## config.mk

```make
export PLATFORM = sky130hd
export DESIGN_NAME = regfile_sb
export DESIGN_NICKNAME = d
export VERILOG_FILES = /design/src/rtl/rf_pkg.sv /design/src/rtl/rf_scoreboard.sv /design/src/rtl/regfile_sb.sv
export SDC_FILE = /design/constraint.sdc
export NUM_CORES = 2
export LEC_CHECK = 0
export CORE_MARGIN = 5
export CORE_UTILIZATION = 25
export CTS_CLUSTER_DIAMETER = 50
export CTS_CLUSTER_SIZE = 8
export DETAILED_ROUTE_END_ITERATION = 8
export PLACE_DENSITY = 0.48
export SKIP_LAST_GASP = 1
export SLEW_MARGIN = 25
export SYNTH_ARGS = -nofsm -noshare
export SYNTH_HDL_FRONTEND = slang
export SYNTH_SLANG_ARGS = --single-unit
export TNS_END_PERCENT = 1
```

## constraint.sdc

```tcl
create_clock -name clk -period 38.6 [get_ports clk]
set_input_delay 3.86 -clock clk [delete_from_list [all_inputs] [get_ports clk]]
set_output_delay 3.86 -clock clk [all_outputs]
set_load 0.05 [all_outputs]
```

## src/rtl/rf_pkg.sv

```systemverilog
// rf_pkg: shared defaults and address helpers for the scoreboarded register file.
package rf_pkg;
  localparam int DATA_W_DEF = 32;
  localparam int ADDR_W_DEF = 5;
  localparam int unsigned ZERO_REG = 0;
  function automatic logic addr_hit(input logic [31:0] a, input logic [31:0] b);
    return (a == b) && (a != ZERO_REG);
  endfunction
endpackage

```

## src/rtl/rf_scoreboard.sv

```systemverilog
// rf_scoreboard: per-register pending bits, pending count, sticky protocol error and busy outputs.
module rf_scoreboard import rf_pkg::*; #(
  parameter int ADDR_W = ADDR_W_DEF,
  parameter bit BYPASS = 1'b1
) (
  input  logic              clk,
  input  logic              rst,
  input  logic [ADDR_W-1:0] rs,
  input  logic [ADDR_W-1:0] rt,
  input  logic              wa_en,
  input  logic [ADDR_W-1:0] wa_addr,
  input  logic              wb_en,
  input  logic [ADDR_W-1:0] wb_addr,
  input  logic              rsv_en,
  input  logic [ADDR_W-1:0] rsv_addr,
  output logic              rs_busy,
  output logic              rt_busy,
  output logic              rsv_busy,
  output logic [ADDR_W:0]   pend_cnt,
  output logic              all_clear,
  output logic              err
);
  localparam int DEPTH = 2**ADDR_W;
  localparam int CW = ADDR_W + 1;
  logic [DEPTH-1:0] r_pend;
  logic [DEPTH-1:0] w_pend_nxt;
  logic [CW-1:0]    r_cnt;
  logic             r_err;
  logic w_set, w_clr, w_wa, w_same, w_inc, w_dec, w_err;
  assign w_set  = rsv_en && addr_hit(32'(rsv_addr), 32'(rsv_addr));
  assign w_clr  = wb_en && addr_hit(32'(wb_addr), 32'(wb_addr));
  assign w_wa   = wa_en && addr_hit(32'(wa_addr), 32'(wa_addr));
  assign w_same = w_set && w_clr && (rsv_addr == wb_addr);
  assign w_inc  = w_set && !r_pend[rsv_addr];
  assign w_dec  = w_clr && r_pend[wb_addr] && !w_same;
  // A reservation landing on the register being retired is a legal back-to-back issue.
  assign w_err  = (w_clr && !r_pend[wb_addr] && !w_same) ||
                  (w_set && r_pend[rsv_addr] && !w_same) ||
                  (w_wa && r_pend[wa_addr]) ||
                  (w_wa && w_clr && (wa_addr == wb_addr));
  always_comb begin
    w_pend_nxt = r_pend;
    if (w_clr) w_pend_nxt[wb_addr] = 1'b0;
    if (w_set) w_pend_nxt[rsv_addr] = 1'b1;
  end
  always_ff @(posedge clk or posedge rst) begin
    if (rst) begin
      r_pend <= '0;
      r_cnt  <= '0;
      r_err  <= 1'b0;
    end else begin
      r_pend <= w_pend_nxt;
      r_cnt  <= r_cnt + CW'(w_inc) - CW'(w_dec);
      r_err  <= r_err || w_err;
    end
  end
  function automatic logic busy_of(input logic [ADDR_W-1:0] x);
    return r_pend[x] && !(BYPASS && w_clr && (wb_addr == x) && !(w_set && (rsv_addr == x)));
  endfunction
  assign rs_busy   = busy_of(rs);
  assign rt_busy   = busy_of(rt);
  assign rsv_busy  = busy_of(rsv_addr);
  assign pend_cnt  = r_cnt;
  assign all_clear = (r_cnt == '0);
  assign err       = r_err;
endmodule

```

## src/rtl/regfile_sb.sv

```systemverilog
// regfile_sb: two-read/two-write register file with r0 hardwired to zero,
// optional write-to-read bypass and a pending scoreboard for long-latency results.
module regfile_sb import rf_pkg::*; #(
  parameter int DATA_W = DATA_W_DEF,
  parameter int ADDR_W = ADDR_W_DEF,
  parameter bit BYPASS = 1'b1
) (
  input  logic              clk,
  input  logic              rst,
  input  logic [ADDR_W-1:0] rs,
  input  logic [ADDR_W-1:0] rt,
  output logic [DATA_W-1:0] rs_data,
  output logic [DATA_W-1:0] rt_data,
  input  logic              wa_en,
  input  logic [ADDR_W-1:0] wa_addr,
  input  logic [DATA_W-1:0] wa_data,
  input  logic              wb_en,
  input  logic [ADDR_W-1:0] wb_addr,
  input  logic [DATA_W-1:0] wb_data,
  input  logic              rsv_en,
  input  logic [ADDR_W-1:0] rsv_addr,
  output logic              rs_busy,
  output logic              rt_busy,
  output logic              rsv_busy,
  output logic [ADDR_W:0]   pend_cnt,
  output logic              all_clear,
  output logic              err
);
  localparam int DEPTH = 2**ADDR_W;
  logic [DATA_W-1:0] r_mem [DEPTH];
  logic w_wa, w_wb;
  assign w_wa = wa_en && addr_hit(32'(wa_addr), 32'(wa_addr));
  assign w_wb = wb_en && addr_hit(32'(wb_addr), 32'(wb_addr));
  // Port A is written last so it wins an A/B collision; r_mem[0] is never written.
  always_ff @(posedge clk or posedge rst) begin
    if (rst) begin
      for (int i = 0; i < DEPTH; i++) r_mem[i] <= '0;
    end else begin
      if (w_wb) r_mem[wb_addr] <= wb_data;
      if (w_wa) r_mem[wa_addr] <= wa_data;
    end
  end
  function automatic logic [DATA_W-1:0] rd(input logic [ADDR_W-1:0] a);
    return (BYPASS && w_wa && (wa_addr == a)) ? wa_data :
           (BYPASS && w_wb && (wb_addr == a)) ? wb_data : r_mem[a];
  endfunction
  assign rs_data = rd(rs);
  assign rt_data = rd(rt);
  rf_scoreboard #(.ADDR_W(ADDR_W), .BYPASS(BYPASS)) u_sb (
    .clk(clk), .rst(rst), .rs(rs), .rt(rt),
    .wa_en(wa_en), .wa_addr(wa_addr), .wb_en(wb_en), .wb_addr(wb_addr),
    .rsv_en(rsv_en), .rsv_addr(rsv_addr),
    .rs_busy(rs_busy), .rt_busy(rt_busy), .rsv_busy(rsv_busy),
    .pend_cnt(pend_cnt), .all_clear(all_clear), .err(err)
  );
endmodule

```

---- Yosys cells after proc, flatten, opt, wreduce, memory -nomap -nowiden ----
Index checks and enable logic that the tools add are counted.
operators by class
  $add $sub $neg .......................... 2
  $lt $le $gt $ge ......................... 13
  equality and inequality tests ........... 9
  muxes and demuxes ....................... 34
  bitwise operators ....................... 7
  reduce and logical (&&, ||, !) cells .... 49
operator list
  cell                                                        count
  bitwise mux 1024 bit                                        2
  two-way mux 1024 bit                                        2
  two-way mux 32 bit                                          12
  binary-select mux 32 bit (select 5 bit)                     2
  demux 32 bit (select 5 bit)                                 2
  == test 5 bit                                               9
  bitwise AND 32 bit                                          1
  logical AND 1 bit                                           32
  NOT 32 bit                                                  1
  OR 32 bit                                                   1
  less-than comparator 5 x 6 -> 1 bit, second input constant  5
  binary-select mux 1 bit (select 5 bit)                      5
  >= comparator 6 bit, second input constant                  4
  NOT 5 -> 6 bit                                              4
  nonzero test 5 bit                                          3
  less-than comparator 6 x 1 -> 1 bit, second input constant  2
  demux 1 bit (select 5 bit)                                  2
  >= comparator 5 x 1 -> 1 bit, second input constant         2
  logical NOT 1 bit                                           9
  two-way mux 1 bit                                           7
  adder 6 x 1 -> 6 bit                                        1
  logical NOT 6 bit                                           1
  subtractor 6 x 1 -> 6 bit                                   1
  logical OR 1 bit                                            4
storage, ports and cells
  register bits ........................... 1063
  input port bits ......................... 94
  output and inout port bits .............. 75
  word-level logic and storage cells ...... 149

---- Depth between registers and ports, before layout ----
  depth in word-level cells ............... 10
  mapped depth ............................ 19
  gate-level depth less buffers ........... 16

---- Cells and area by module ----
From an unflattened synthesis, not the netlist that was laid out.
second synthesis, totals
  cells, all modules ...................... 6446
  area, all modules ....................... 68604.5 um^2
modules (own cells, without submodules)
  module         instances  cells an instance  area each (um^2)  seq. area each (um^2)
  regfile_sb     1          6099               65101.2           25624.6
  rf_scoreboard  1          347                3503.4            975.9

---- Worst setup path after synthesis ----
OpenSTA, ideal clock, no wires.
  kind .................................... input to output
  from .................................... in rsv_addr[1]
  to ...................................... out rsv_busy
  arrival time ............................ 6126 ps
  setup slack ............................. 28614 ps
  stages on the path ...................... 8
  path buffers ............................ 2
  cells stage by stage .................... clkbuf_1 buf_2 mux2i_1 a22oi_1 nand4_1 o21ai_0 or2_2 a21boi_0
on the way
  longest elaborated chain between the ends .. 6
ends and longest elaborated chain
  what                                                                            RTL line             RTL
  start: declaration                                                              regfile_sb.sv:21     input logic [ADDR_W-1:0] rsv_addr,
  branches (longest 5 deep; another with binary-select mux 1 bit (select 5 bit))  -
  logical AND 1 bit *                                                             rf_scoreboard.sv:58  return r_pend[x] && !(BYPASS && w_clr && (wb_addr == x) && !(w_set && (rsv_addr == x)));
  end: declaration                                                                regfile_sb.sv:24     output logic rsv_busy,
Every way passes the cells marked *. The select of a mux whose other input is x is not followed.

---- Final worst setup path ----
  from .................................... in wa_addr[4]
  to ...................................... out rt_data[7]
on the way
  longest elaborated chain between the ends .. 4
ends and longest elaborated chain
  what                  RTL line          RTL
  start: declaration    regfile_sb.sv:15  input logic [ADDR_W-1:0] wa_addr,
  nonzero test 5 bit    rf_pkg.sv:7       return (a == b) && (a != ZERO_REG);
  logical AND 1 bit     regfile_sb.sv:32  assign w_wa = wa_en && addr_hit(32'(wa_addr), 32'(wa_addr));
  logical AND 1 bit *   regfile_sb.sv:44  return (BYPASS && w_wa && (wa_addr == a)) ? wa_data :
  two-way mux 32 bit *  regfile_sb.sv:44
  end: declaration      regfile_sb.sv:13  output logic [DATA_W-1:0] rt_data,
Every way passes the cells marked *; elsewhere a longest branch is shown, timed or not.

==> results.md <==
* RSZ-0062 raised after global routing: false
* DRC viols at 0
* Post-synthesis sequential area ratio at 0.390
* Synth warn at 0
* Max_cap viols at 0
* First-pass GRT wire length at 420000 um
* Yosys cell types at 61
* CORE AREA at 0.271 mm^2
* # hold bufs at CTS at 0
* Startpoint types: input port
* Leak at between 30 and 40 nW
* Root buffer cell: clkbuf_16
* ANT nets after route at 0
* Crit path depth at 9
* Slowest stage delay, CP at 1.01 ns
* Most instantiated library cell after synthesis: mux2i_1
* First drt pass iteration count at 8
* Met2 routed WL at 136000 um
* Initial antenna violation count at 7
* Worst flop-to-flop path endpoint: u_sb.pend_cnt[4]$_DFF_PP0_
* Remaining Overflow, GRT at 0
* GRT Util Overall at 0.204
* Crit path max fanout at 49
* Post-synthesis register bit count at between 1k and 1.5k
* Wire per inst at just over 30 um
* H-tree Lvls at 4
* Pwr/cell area at 53.9 mW/mm^2
* Setup violators final at 0
* Final Cycle Share at 0.343
* Cell repeated most along the worst path: clkdlybuf4s50_1
* Die Footprint at about 0.28 mm^2
* Initial core utilization at 0.251
* Pins Over Slew Limit at 0
* Via count at 54.1k
* Clk slew on worst S/H paths at 0.05 ns
* Worst setup margin at 25.37 ns
* Setup CP Type: input port to output pin
* Largest net degree at the start of global routing at 163
* Critical Path AT at around 9.4 ns
* Worst r2r path cells at 16
* Mapped Nets at 6532
* Setup TNS at 0 ns
* Req. time, crit path at 34.74 ns
* Final hold violations at 0
* Status: completed
* Chip Width at 532 um
* CP Capture Type: output pin
* DRT Wirelength at between 200000 and 300000 um
* Synth Flop Type: dfrtp_1
* Uppermost layer routed: met5
* Met3 WL at around 25000 um
* Clock sink count at ~1.1k
* Share of the synthesized area in the top cell type at 0.390
* Filler instances at 27.7k
* Number of synthesized flops with an enable pin at 0
* Area share of fa/ha/maj cells after synthesis at 0.00176
* IO Pins at 169
* Top cells by count, synth: mux2i_1, dfrtp_1, a21oi_1
* CP max-delay cell: clkdlybuf4s50_1
* CTS tree: done
* Post-synthesis mux area share at 0.360
* CP cell instances: clkdlybuf4s50_1, nor2_2, nand3b_1, buf_4, nand4_1, nand2b_1, o22ai_1, nor2_1, clkdlybuf4s50_1
* Synthesized area at ~0.07 mm^2
* TritonCTS Buffers at approximately 160
* Fin Clk Skew at 0.0133 ns
* Post_cts resized at 0
* Simple logic cell fraction of the synthesized area at 0.0812
* Post-Synth XOR/XNOR Area at 0.00565
* DP HPWL at around 180000 um
* GPL Wtd Cong at 0.845
* Rel. slew slack at 0.231
* Core Rows at 191
* Layout Utilization at 0.286
* Largest cells by area after synthesis: dfrtp_1, mux2i_1, mux4_2
* Worst path buffer plus inverter count at 3
* Worst-case clock buffer depth at 3
* Syn_area_per_cell at 10.6 um^2
* Async S/R FF share, synth at 1.00
* Die height at 532 um
* Hold WC Path Type: flop to flop
* Nets at approximately 6.3k
* Setup bufs post-CTS at 0
* Area growth, synth to finish at 13.9%
* Reg2reg setup slack at 35.63 ns
* Setup crit end: rt_data[7]
* Fraction of final layout cells sized beyond drive strength 1 at 0.170
* Vias in the first global route at approximately 53k
* Worst-Margin Slew at 1.15 ns
* F_max at between 70 and 80 MHz
* IO Port Bufs at 168
* Min Tclk post-route at 13.23 ns
* Setup Slack @ Placement at 25.37 ns
* Post-synthesis compound-gate area fraction at 0.109
* Peak VDD IR at 50.6 uV
* RR Startpoint: u_sb.r_pend[5]$_DFF_PP0_
* Clk Latency, worst-skew pair at 0.80 ns
* Met1 Wirelength at 122000 um
* Crit path launch: wa_addr[4]
* DR iter-0 viols at 6444
* Main combinational cell family by area after synthesis: multiplexers
* DR vias/cell at 5.53
* Cells after Synth at 6429
* Gate family responsible for the most delay along the worst path: simple AND/OR/NAND/NOR gates
* Synth area leader: dfrtp_1
## power breakdown
group	internal [mW]	switching, mW	leakage [nW]
clock	0.814	0.552	2.29
combinational	0.578	0.586	17.4
sequential	1.41	0.245	12.9
total	2.80	1.38	32.6
## per-layer routing
layer | global-route usage | up-vias
li1 | - | 22900
met1 | 0.268 | 27800
met2 | 0.321 | 2802
met3 | 0.0412 | 615
met4 | 0.0979 | 4
met5 | 0 | -
## cells by family after synthesis
| family | after synthesis |
|---|---|
| DFF | 1063 |
| adders and majority gates | 9 |
| xor gates and xnor gates | 44 |
| and+or+nand+nor | 1358 |
| muxes | 1775 |
| buffers and inverters | 818 |
| AOI/OAI and AO/OA | 1362 |
## worst min-delay path by stage
stage	slack, ns	startpoint	cells past startpoint	to
2_1_floorplan	0.44	r_mem[1000]$_DFF_PP0_	1	r_mem[1000]$_DFF_PP0_
3_3_place_gp	0.38	r_mem[1021]$_DFF_PP0_	0	r_mem[1021]$_DFF_PP0_
3_5_place_dp	0.38	r_mem[1011]$_DFF_PP0_	0	r_mem[1011]$_DFF_PP0_
4_1_cts	0.39	r_mem[1022]$_DFF_PP0_	0	r_mem[1022]$_DFF_PP0_
5_1_grt	0.40	r_mem[1000]$_DFF_PP0_	0	r_mem[1000]$_DFF_PP0_
6_report	0.39	r_mem[1022]$_DFF_PP0_	0	r_mem[1022]$_DFF_PP0_
## final cells by class
type	count	area (um^2)	area share
multi-input combinational	4548	38500	0.496
sequential	1063	26600	0.343
tap	3570	4470	0.0575
clock buffer	188	4360	0.0561
timing repair buffer	358	3300	0.0425
clock inverter	26	327	0.00421
inverter	21	86.3	0.00111
antenna	4	10.0	0.000129
## state kept, by name, indices dropped and copies added, names as in the netlist
name	cells
u_sb.err	1
u_sb.pend_cnt	6
u_sb.r_pend	32
r_mem	1024
## through the flow
step / instance area, um^2 / instances / hold WS, ns / power [mW]
after global placement: 72800 / 9554 / 0.377 / 2.78
after CTS: 77500 / 9772 / 0.394 / 4.19
after floorplan: 68200 / 6429 / 0.441 / 2.45
after detailed placement: 72900 / 9558 / 0.383 / 2.82
final: 77600 / 9778 / 0.393 / 4.18
after global routing: 77600 / 9778 / 0.403 / 4.36
## placed cells by master, fill, tap and decap left out, types with 54 or more instances in the layout
| master | netlist | layout |
|---|---|---|
| a22oi_1 | 117 | 117 |
| o22ai_1 | 76 | 76 |
| clkbuf_16 | 0 | 167 |
| nor2_1 | 716 | 704 |
| dfrtp_1 | 1063 | 1063 |
| mux2i_1 | 1223 | 1223 |
| clkdlybuf4s50_1 | 0 | 160 |
| o21ai_0 | 335 | 335 |
| mux4_2 | 539 | 539 |
| nand2_1 | 443 | 406 |
| a21oi_1 | 782 | 782 |
| buf_4 | 68 | 176 |
| nand3_1 | 55 | 54 |
Note: power is estimated with default switching activity, not from simulation.
